--- config.mk ---
export PLATFORM = sky130hd
export DESIGN_NAME = hack_cpu_stall
export DESIGN_NICKNAME = d
export VERILOG_FILES = /design/src/rtl/hack_cpu_stall.sv
export SDC_FILE = /design/constraint.sdc
export NUM_CORES = 1
export LEC_CHECK = 0
export ABC_AREA = 1
export BUFFER_PORTS_ARGS = -buffer_cell sky130_fd_sc_hd__buf_2
export CAP_MARGIN = 20
export CORE_ASPECT_RATIO = 0.5
export CORE_MARGIN = 8
export CORE_UTILIZATION = 35
export DETAILED_ROUTE_END_ITERATION = 6
export SETUP_SLACK_MARGIN = 0.4
export SKIP_CTS_REPAIR_TIMING = 1
export SYNTH_ARGS = -nofsm -noshare
export SYNTH_HDL_FRONTEND = slang
export SYNTH_SLANG_ARGS = --single-unit
--- constraint.sdc ---
create_clock -name clock -period 3.25 [get_ports clock]
set_input_delay 0.1625 -clock clock [delete_from_list [all_inputs] [get_ports clock]]
set_output_delay 0.1625 -clock clock [all_outputs]
set_load 0.005 [all_outputs]
--- src/rtl/hack_cpu_stall.sv ---
// Hack CPU core with parametrised widths, valid-gated fetch and data read,
// self-loop halt detection and a saturating retired-instruction counter.
module hack_cpu_stall #(
  parameter int WIDTH       = 16,
  parameter int ADDR_W      = 15,
  parameter int PC_W        = 15,
  parameter int HALT_DETECT = 1,
  parameter int COUNT_W     = 32
) (
  input  logic               clock,
  input  logic               reset,
  input  logic [WIDTH-1:0]   instruction,
  input  logic               instr_valid,
  input  logic [WIDTH-1:0]   inM,
  input  logic               inM_valid,
  output logic [WIDTH-1:0]   outM,
  output logic               writeM,
  output logic [ADDR_W-1:0]  addressM,
  output logic [PC_W-1:0]    pc,
  output logic [WIDTH-1:0]   d_out,
  output logic               halted,
  output logic [COUNT_W-1:0] retired
);

  typedef enum logic {
    S_RUN    = 1'b0,
    S_HALTED = 1'b1
  } state_t;

  state_t             r_state;
  state_t             w_state_nx;
  logic [WIDTH-1:0]   r_a;
  logic [WIDTH-1:0]   r_d;
  logic [PC_W-1:0]    r_pc;
  logic [COUNT_W-1:0] r_cnt;

  logic             w_is_c;
  logic             w_abit;
  logic [5:0]       w_cc;
  logic [2:0]       w_dst;
  logic [2:0]       w_jmp;
  logic             w_stall;
  logic             w_exec;
  logic [WIDTH-1:0] w_x;
  logic [WIDTH-1:0] w_y;
  logic [WIDTH-1:0] w_f;
  logic [WIDTH-1:0] w_alu;
  logic             w_zr;
  logic             w_ng;
  logic             w_take;
  logic             w_halt;
  logic [WIDTH-1:0] w_aval;

  assign w_is_c  = instruction[WIDTH-1];
  assign w_abit  = instruction[12];
  assign w_cc    = instruction[11:6];
  assign w_dst   = instruction[5:3];
  assign w_jmp   = instruction[2:0];
  assign w_aval  = {1'b0, instruction[WIDTH-2:0]};

  // A C-instruction reading M must wait for valid data; reset blocks side effects
  assign w_stall = ~instr_valid | (w_is_c & w_abit & ~inM_valid);
  assign w_exec  = reset & (r_state == S_RUN) & ~w_stall;

  // Hack ALU: x = D, y = A or M
  always_comb begin
    w_x = r_d;
    w_y = w_abit ? inM : r_a;
    if (w_cc[5]) w_x = '0;
    if (w_cc[4]) w_x = ~w_x;
    if (w_cc[3]) w_y = '0;
    if (w_cc[2]) w_y = ~w_y;
    w_f   = w_cc[1] ? (w_x + w_y) : (w_x & w_y);
    w_alu = w_cc[0] ? ~w_f : w_f;
  end

  assign w_zr   = (w_alu == '0);
  assign w_ng   = w_alu[WIDTH-1];
  assign w_take = w_is_c & ((w_jmp[2] & w_ng) |
                            (w_jmp[1] & w_zr) |
                            (w_jmp[0] & ~w_ng & ~w_zr));

  assign w_halt = w_exec & (HALT_DETECT != 0) & w_is_c &
                  (w_jmp == 3'b111) & (r_a[PC_W-1:0] == r_pc);

  // Next state: a self-jump parks the core until reset
  always_comb begin
    w_state_nx = r_state;
    unique case (r_state)
      S_RUN:    if (w_halt) w_state_nx = S_HALTED;
      S_HALTED: w_state_nx = S_HALTED;
      default:  w_state_nx = S_RUN;
    endcase
  end

  // State register
  always_ff @(posedge clock or negedge reset) begin
    if (!reset) r_state <= S_RUN;
    else        r_state <= w_state_nx;
  end

  // Architectural registers advance only on an executing cycle
  always_ff @(posedge clock or negedge reset) begin
    if (!reset) begin
      r_a   <= '0;
      r_d   <= '0;
      r_pc  <= '0;
      r_cnt <= '0;
    end else if (w_exec) begin
      if (!w_is_c)      r_a <= w_aval;
      else if (w_dst[2]) r_a <= w_alu;
      if (w_is_c && w_dst[1]) r_d <= w_alu;
      r_pc <= w_take ? r_a[PC_W-1:0] : r_pc + PC_W'(1);
      if (r_cnt != '1) r_cnt <= r_cnt + COUNT_W'(1);
    end
  end

  assign outM     = w_alu;
  assign writeM   = w_exec & w_is_c & w_dst[0];
  assign addressM = r_a[ADDR_W-1:0];
  assign pc       = r_pc;
  assign d_out    = r_d;
  assign halted   = (r_state == S_HALTED);
  assign retired  = r_cnt;

endmodule
* Word-level counts from Yosys, hierarchy flattened
Index checks and enable logic that the tools add are counted.
** Word-level totals
- Flip-flop bits (word level) :: 80
- Output and inout port bits :: 96
** Operators by class
- Add/sub/neg operators :: 3
- Equality and inequality tests :: 4
- Mux-type cells :: 12
- Bitwise operators :: 26
- Reduce and logical (&&, ||, !) cells :: 5
** Operators with widths (number)
- two-way mux 16 bit :: 9
- NOT 16 bit :: 3
- adder 32 x 1 -> 32 bit (second input constant) :: 1
- != test 32 bit (second input constant) :: 1
- adder 16 bit :: 1
- AND 16 bit :: 1
- zero test 16 bit :: 1
- adder 15 x 1 -> 15 bit (second input constant) :: 1
- == test 15 bit :: 1
- two-way mux 15 bit :: 1
- AND 1 bit :: 13
- NOT 1 bit :: 6
- AND reduction 2 bit :: 3
- == test 3 bit (second input constant) :: 1
- OR 1 bit :: 3
- != test 2 bit (second input constant) :: 1
- case mux 1 bit (2 select lines) :: 1
- logical AND 1 bit :: 1
- two-way mux 1 bit :: 1

* Longest topological paths before layout
Gate-level depths: netlist (run 1).
- Word-level depth :: 14
- Depth in mapped cells :: 28
- Gate-level depth less buffers :: 27

* Worst setup path before layout (run 1)
OpenSTA, ideal clock, no wires.
- Path type :: input to register
- Start point :: input instruction[10]
- End point :: register r_pc[4], in the netlist pc[4]
- Arrival :: 3.046 ns
- Path slack :: 0.087 ns
- Cell stages on the path :: 24
- Cells stage by stage :: clkbuf_1 clkbuf_1 xor2_1 inv_1 ha_1 nand2_1 inv_1 nand2_1 nand2_1 a21oi_1 nand3_1 nand3_1 nand3_1 nand2_1 nand2_2 nor2_4 nand3_2 nand2_2 nand3_4 nand2_4 buf_12 nand2_2 nand3_1 nand2_1
** On the way
- Cells in the longest elaborated chain, start to end :: 11
- Elaborated cells on any way between the ends :: 17
- Those cells by class :: add/sub: 1; mux: 4; bitwise: 11; reduce/logical: 1
** RTL lines
- start, declared :: RTL line 12 : input logic [WIDTH-1:0] instruction,
- two-way mux 16 bit * :: RTL line 70 : if (w_cc[4]) w_x = ~w_x;
- adder 16 bit / AND 16 bit (equally long branches) :: RTL line 73 : w_f = w_cc[1] ? (w_x + w_y) : (w_x & w_y);
- two-way mux 16 bit * :: RTL line 73
- NOT 16 bit :: RTL line 74 : w_alu = w_cc[0] ? ~w_f : w_f;
- two-way mux 16 bit * :: RTL line 74
- zero test 16 bit / NOT 1 bit (equally long branches) :: RTL line 77, 81
- AND 1 bit (tied with other cells) :: RTL line 80 : (w_jmp[1] & w_zr) |
- OR 1 bit / AND 1 bit (equally long branches) :: RTL line 79, 81
- OR 1 bit * :: RTL line 80
- AND 1 bit * :: RTL line 79 : assign w_take = w_is_c & ((w_jmp[2] & w_ng) |
- two-way mux 15 bit * :: RTL line 113 : r_pc <= w_take ? r_a[PC_W-1:0] : r_pc + PC_W'(1);
- end signal, assigned :: RTL line 113
- end, declared :: RTL line 34 : logic [PC_W-1:0] r_pc;
Mark *: on every way between the ends. The rest lies on a longest branch, timed or not.
A chain may end at the register's enable or synchronous reset.

* Worst setup path after layout (run 1)
- Start point :: register r_a[0]
- End point :: register r_pc[1], in the netlist pc[1]
** On the way
- Cells in the longest elaborated chain, start to end :: 14
- Elaborated cells on any way between the ends :: 20
- Those cells by class :: add/sub: 1; mux: 6; bitwise: 12; reduce/logical: 1
** RTL lines
- start, declared :: RTL line 32 : logic [WIDTH-1:0] r_a;
- start signal, assigned :: RTL line 110 : if (!w_is_c) r_a <= w_aval;
- start signal, assigned :: RTL line 111 : else if (w_dst[2]) r_a <= w_alu;
- two-way mux 16 bit * :: RTL line 68 : w_y = w_abit ? inM : r_a;
- two-way mux 16 bit * :: RTL line 71 : if (w_cc[3]) w_y = '0;
- NOT 16 bit :: RTL line 72 : if (w_cc[2]) w_y = ~w_y;
- two-way mux 16 bit * :: RTL line 72
- adder 16 bit / AND 16 bit (equally long branches) :: RTL line 73
- two-way mux 16 bit * :: RTL line 73
- NOT 16 bit :: RTL line 74
- two-way mux 16 bit * :: RTL line 74
- zero test 16 bit / NOT 1 bit (equally long branches) :: RTL line 77, 81
- AND 1 bit (tied with other cells) :: RTL line 80
- OR 1 bit / AND 1 bit (equally long branches) :: RTL line 79, 81
- OR 1 bit * :: RTL line 80
- AND 1 bit * :: RTL line 79
- two-way mux 15 bit * :: RTL line 113
Marks and branches as above.

==> results of run 1 <==
## logic make-up (layout without fill, tap and decap cells)
kind of cell,Yosys count,in the layout,synth area share (%)
and+or+nand+nor,479,479,33.4
xor gates and xnor gates,87,87,11.6
AOI/OAI and AO/OA,104,104,8.77
buffers and inverters,184,373,11.9
adders and majority gates,19,19,3.74
DFF,80,80,30.5
## per-stage QoR
| stage | instance area, sq um | setup TNS (ns) | std cells | worst slack (ns) |
|---|---|---|---|---|
| finish | 8700 | 0 | 1382 | 0.0226 |
| CTS | 8120 | -0.603 | 1356 | -0.0580 |
| global placement | 7820 | -1.77 | 1340 | -0.134 |
| detailed placement | 7820 | -1.83 | 1340 | -0.140 |
| global route | 8700 | -2.70 | 1382 | -0.202 |
| floorplan | 6670 | 0 | 953 | 0.353 |
## cells in the final DEF, fill, tap and decap left out, types with 2 or more instances in the layout
cell type / Yosys / layout
clkinv_1: 3 / 2
a21oi_4: 0 / 4
ha_1: 18 / 10
a21oi_2: 2 / 6
o21ai_2: 0 / 3
nor3_1: 15 / 15
nand2_2: 21 / 51
buf_4: 18 / 82
xor2_1: 71 / 71
o22ai_1: 9 / 9
buf_12: 1 / 3
nor2_1: 40 / 30
nor2_4: 1 / 5
or2_2: 3 / 3
nor4_1: 5 / 5
o211ai_1: 2 / 2
nor2_2: 2 / 8
clkbuf_16: 0 / 10
nor4_2: 2 / 2
o21ai_0: 55 / 34
a21oi_1: 31 / 23
nand3_4: 1 / 2
nand2_4: 1 / 6
nand3_1: 110 / 88
clkinvlp_4: 0 / 3
clkinv_4: 0 / 2
clkinv_2: 0 / 2
o21ai_1: 1 / 19
nand2_1: 248 / 212
nand4_1: 17 / 17
buf_6: 0 / 3
xnor2_1: 16 / 16
ha_4: 0 / 2
and2_1: 3 / 3
inv_1: 132 / 124
dfrtp_1: 80 / 80
buf_2: 6 / 129
ha_2: 0 / 6
nand3_2: 5 / 26
inv_2: 3 / 9
## registers in the layout (all words and copies together) (netlist names)
| signal | flops |
|---|---|
| d_out | 16 |
| halted | 1 |
| pc | 15 |
| r_a | 16 |
| retired | 32 |
## power by group
part,total [mW],internal [mW],switching [mW],leakage [nW]
clock network,1.02,0.595,0.428,0.141
registers,0.996,0.996,0,1.00
logic,1.03,0.410,0.621,3.40
## synth_stat cells (all sizes together)
master | n | area, sq um
clkinv | 3 | 11.3
nand3 | 116 | 618
nand3b | 1 | 7.51
nor3 | 17 | 101
xnor2 | 16 | 140
xor2 | 71 | 622
buf | 29 | 200
nand2 | 270 | 1070
fa | 1 | 20.0
a21oi | 33 | 173
clkbuf | 17 | 65.1
o22ai | 10 | 68.8
nor4 | 7 | 56.3
o211ai | 2 | 15.0
dfrtp | 80 | 2000
inv | 135 | 507
and2 | 3 | 18.8
a221oi | 1 | 8.76
nand4 | 18 | 119
ha | 18 | 225
o2111ai | 1 | 8.76
o21ai | 56 | 280
a31oi | 1 | 21.3
or2 | 3 | 18.8
nor2 | 43 | 174
and3 | 1 | 6.26
## cell type report
class                           count  area [sq um]  share of cell area (%)
Tap cell                          240           300                    3.45
Timing Repair Buffer              219          1390                    16.0
Inverter                          138           529                    6.08
Clock buffer                        9           225                    2.59
Multi-Input combinational cell    689          4180                    48.1
Sequential cell                    80          2000                    23.0
Clock inverter                      7          72.6                   0.834
## worst paths after layout
kind | start | end
setup / recovery | r_a[0] | pc[1]
hold reg to reg | halted | halted
hold / removal | instruction[5] | r_a[5]
max in group asynchronous | reset | d_out[11]
min in group asynchronous | reset | retired[21]
setup reg to reg | r_a[0] | pc[1]
## critical path: stages (launching register included)
cell     delay [ns]
dfrtp_1        0.38
inv_4          0.06
a21oi_4        0.12
o21ai_2        0.07
xor2_1         0.14
ha_2           0.19
fa_2           0.39
nand2_4        0.13
a21oi_4        0.08
nand2_1        0.08
nand3_1        0.09
nand2_1        0.09
nand2_1        0.06
nand2_2        0.13
nand3_2        0.10
nor3_4         0.25
nand3_2        0.10
nand2_2        0.09
nand3_4        0.16
nand2_8        0.20
nand2_1        0.07
nand3_1        0.07
nand2_1        0.05
## metal layers
layer  routed length (um)  global-route usage (%)
met1                 9740                    22.3
met2                11000                    30.8
met3                 1110                    3.70
met4                  461                    5.04
met5                    0                       0
==> run_results.csv, run 1 <==
group,metric,value,unit
run_status,outcome,"finished clean",
power,p_leak,4.54,nW
floorplan,io_pins,132,
global_route,track_usage,17.8,%
critical_path,crit_type,"flop to flop",
route,num_vias,6928,
final_layout,synthToLayoutAreaGrowth,32.6,%
critical_path,critPathMaxFanout,15,
synthesis,syn_inst,953,
floorplan,chipWidth,210,um
hold_path,hold_class,"input pin to flop",
clock_network,clk-insertion-delay-late,0.34,ns
final_layout,drive_above_1_share,33.0,%
clock_network,clkTransAtPathRegs,0.06,ns
power,ir_worst_vdd,231,uV
floorplan,initial_utilization,35.7,%
power,power,3.05,mW
sta,rsz0062_at_grt,"yes",
route,wl_per_cell,16.2,um
synthesis,ys_seq_area_share,30.5,%
synthesis,synth_area,6560,sq um
floorplan,row_count,35,
synthesis,syn-num-nets,1008,
final_layout,final_util,47.3,%
final_layout,fillCellCount,1900,
sta,fmax,310,MHz
global_route,grt_max_degree,53,
clock_network,clockBufferDepth,2,
route,routed_wl,22.3,mm
sta,fin_crit,3.23,ns
hold_path,min_path_cells,3,
floorplan,die_y,113,um
synthesis,yosysWarningCount,0,
power,powerDensity,351,nW/um^2
synthesis,avgSynthCellArea,6.88,sq um
critical_path,start_kind,"flop",
route,drcViolationCount,0,
sta,fin_crit_sh,99.3,%
critical_path,regToRegSetupSlack,0.02,ns
global_route,antenna_found_initial,0,
final_layout,fin_nets,1192,
clock_network,cts.sinks,80,
critical_path,arrival,3.46,ns
floorplan,coreArea,18400,sq um
critical_path,cp-end-kind,"flop",
global_route,grt_overflow,0,
sta,hold_viol,0,
synthesis,ys_types,44,
sta,fin_worst_skew,0.00635,ns
synthesis,ys_ff_latch,80,
route,avgViaCountPerCell,5.01,
sta,setup_viol,0,
final_layout,antenna_cells,0,
flow_run,drv_cap,0,
route,drtPass1Iterations,7,
sta,holdWs,0.129,ns
clock_network,cts_tree,"built",
global_route,grt_pass1_vias,6603,
floorplan,die_area,23600,sq um
clock_network,numCtsBuffers,9,
place,port_buffers,131,
sta,relSlewSlack,37.5,%
clock_network,root_buffer,"clkbuf_16",
place,dpl.hpwl,17.2,mm
global_route,grt_pass1_wl,34.1,mm
route,drtAntennaViolNets,0,
place,finalWeightedCongestion,0.929,
route,first_iter_violations,402,
critical_path,worstRegToRegCells,22,
clock_network,h-tree-depth,3,
sta,tightest_slew,0.932,ns
critical_path,required,3.49,ns
sta,drv_slew,0,
(Power assumes the default switching activity.)
==> inputs of run 2 (changes only) <==
--- a/config.mk
+++ b/config.mk
@@ -10,10 +10,10 @@
 export CAP_MARGIN = 20
 export CORE_ASPECT_RATIO = 0.5
 export CORE_MARGIN = 8
-export CORE_UTILIZATION = 35
+export CORE_UTILIZATION = 56
 export DETAILED_ROUTE_END_ITERATION = 6
+export PLACE_DENSITY = 0.81
 export SETUP_SLACK_MARGIN = 0.4
-export SKIP_CTS_REPAIR_TIMING = 1
 export SYNTH_ARGS = -nofsm -noshare
 export SYNTH_HDL_FRONTEND = slang
 export SYNTH_SLANG_ARGS = --single-unit
==> run_results.csv, run 2 (synthesis results as in run 1) <==
group,metric,value,unit
critical_path,worstSetupStartpoint,"r_a[0]",
critical_path,required,3.53,ns
place,dpl.hpwl,15.9,mm
floorplan,initial_utilization,56.4,%
sta,tightest_slew,0.704,ns
global_route,track_usage,27.2,%
power,ir_worst_vdd,262,uV
clock_network,clkTransAtPathRegs,0.06,ns
route,drtAntennaViolNets,0,
floorplan,die_y,92.5,um
power,powerDensity,367,nW/um^2
final_layout,drive_above_1_share,38.1,%
sta,fin_worst_skew,0.00694,ns
route,routed_wl,23.4,mm
sta,holdWs,0.135,ns
critical_path,r2r-start,"r_a[0]",
clock_network,cts_tree,"built",
global_route,grt_pass1_wl,34.7,mm
final_layout,multiInputGateArea,4430,sq um
global_route,grt_pass1_vias,7114,
sta,relSlewSlack,53.1,%
critical_path,crit_type,"flop to flop",
clock_network,h-tree-depth,3,
final_layout,final_common_cell,"nand2_1",
clock_network,numCtsBuffers,9,
flow_run,drv_cap,0,
power,p_leak,4.65,nW
route,avgViaCountPerCell,5.70,
critical_path,cp-endpoint,"pc[11]",
critical_path,start_kind,"flop",
clock_network,cts.sinks,80,
route,first_iter_violations,644,
sta,fin_crit,3.45,ns
sta,rsz0062_at_grt,"yes",
critical_path,cp-end-kind,"flop",
place,finalWeightedCongestion,0.975,
final_layout,antenna_cells,0,
final_layout,mostFrequentLayoutCells,"nand2_1 (201), buf_2 (126), inv_1 (109), buf_4 (88), dfrtp_1 (80)",
power,power,3.30,mW
sta,fin_crit_sh,106,%
floorplan,io_pins,132,
floorplan,row_count,28,
critical_path,rr_endpoint,"pc[11]",
sta,setup_viol,16,
route,num_vias,7502,
route,drtPass1Iterations,5,
sta,drv_slew,0,
floorplan,coreArea,11600,sq um
sta,worst_slack,-0.195,ns
final_layout,synthToLayoutAreaGrowth,36.9,%
final_layout,fillCellCount,809,
clock_network,clockBufferDepth,2,
critical_path,arrival,3.73,ns
sta,fmax,290,MHz
route,drcViolationCount,0,
hold_path,hold_class,"input pin to flop",
final_layout,fin_nets,1202,
sta,hold_viol,0,
critical_path,critPathMaxFanout,8,
final_layout,largest_reg_flops,32,
clock_network,root_buffer,"clkbuf_16",
floorplan,chipWidth,169,um
run_status,violations,"setup timing",
run_status,outcome,"finished, violations left",
critical_path,regToRegSetupSlack,-0.20,ns
final_layout,seqCellArea,2000,sq um
critical_path,worstRegToRegCells,19,
place,port_buffers,131,
route,wl_per_cell,17.8,um
clock_network,clk-insertion-delay-late,0.34,ns
global_route,antenna_found_initial,0,
floorplan,die_area,15600,sq um
global_route,grt_overflow,0,
global_route,grt_max_degree,53,
[run 2: cell count changes in the layout (fill, tap and decap cells not counted), sizes merged]
cell | previous run | this run
clkbuf | 10 | 11
clkinv | 6 | 2
inv | 135 | 137
buf | 217 | 226
bufinv | 1 | 2
nand2 | 270 | 271
[run 2: how the worst min path moves through the flow]
stage          slack, ns          to             from  cells past startpoint
2_1_floorplan      -0.13    d_out[0]            reset                      0
3_3_place_gp        0.10  retired[0]            reset                      1
3_5_place_dp        0.11  retired[1]            reset                      1
4_1_cts             0.13     r_a[14]  instruction[14]                      3
5_1_grt             0.15     r_a[14]  instruction[14]                      3
6_report            0.13     r_a[13]  instruction[13]                      3
[run 2: repair_timing]
action,in CTS,in global routing
setup buffers,16,16
pin swaps,56,41
hold endpoints to repair,28,0
hold buffers,2,0
cloned,1,1
resized for setup,107,96
setup endpoints to repair,26,54
[run 2: per-stage QoR]
stage / setup slack, ns / setup TNS, ns / instance area [sq um] / instances / utilization, %
2_1_floorplan: 0.353 / 0 / 6670 / 953 / -
3_3_place_gp: -0.0895 / -1.06 / 7720 / 1265 / 66.4
3_5_place_dp: -0.245 / -3.14 / 7720 / 1265 / 66.4
4_1_cts: -0.00203 / -0.00451 / 8540 / 1300 / 73.4
5_1_grt: -0.285 / -4.23 / 8980 / 1317 / 77.2
6_report: -0.195 / -2.25 / 8980 / 1317 / 77.2
[run 2: routing by layer]
layer / vias to the layer above / global-route usage [%] / wire length (um)
li1: 3424 / - / -
met1: 3555 / 32.5 / 8940
met4: 0 / 13.2 / 1080
met5: - / 0 / 0
met2: 411 / 47.7 / 11600
met3: 112 / 4.24 / 1760
[run 2: worst max-delay path, cell delays in order (launching register included)]
cell and delay, ns:
dfrtp_1 0.37, inv_2 0.05, a21oi_2 0.12, o21ai_2 0.08, xor2_1 0.16, ha_2 0.25
fa_2 0.39, nand2_4 0.12, nand2_1 0.07, o22ai_2 0.11, xor2_1 0.31, nand3_1 0.23
nor3_4 0.26, nand3_2 0.10, nand2_2 0.09, nand3_4 0.20, buf_8 0.22, nand3_2 0.07
nand3_2 0.08, nand2_1 0.09
[run 2: cell type report]
class,instances,area share (%)
multi-input combinational,690,49.3
tap,165,2.30
timing repair buffer,227,16.4
inverter,138,5.89
sequential,80,22.3
clock buffer,11,2.81
timing repair inverter,1,0.0836
clock inverter,5,0.947
[run 2: power by group]
part	switching [mW]	internal, mW
Sequential	0	0.996
Combinational	0.704	0.447
Clock	0.434	0.721
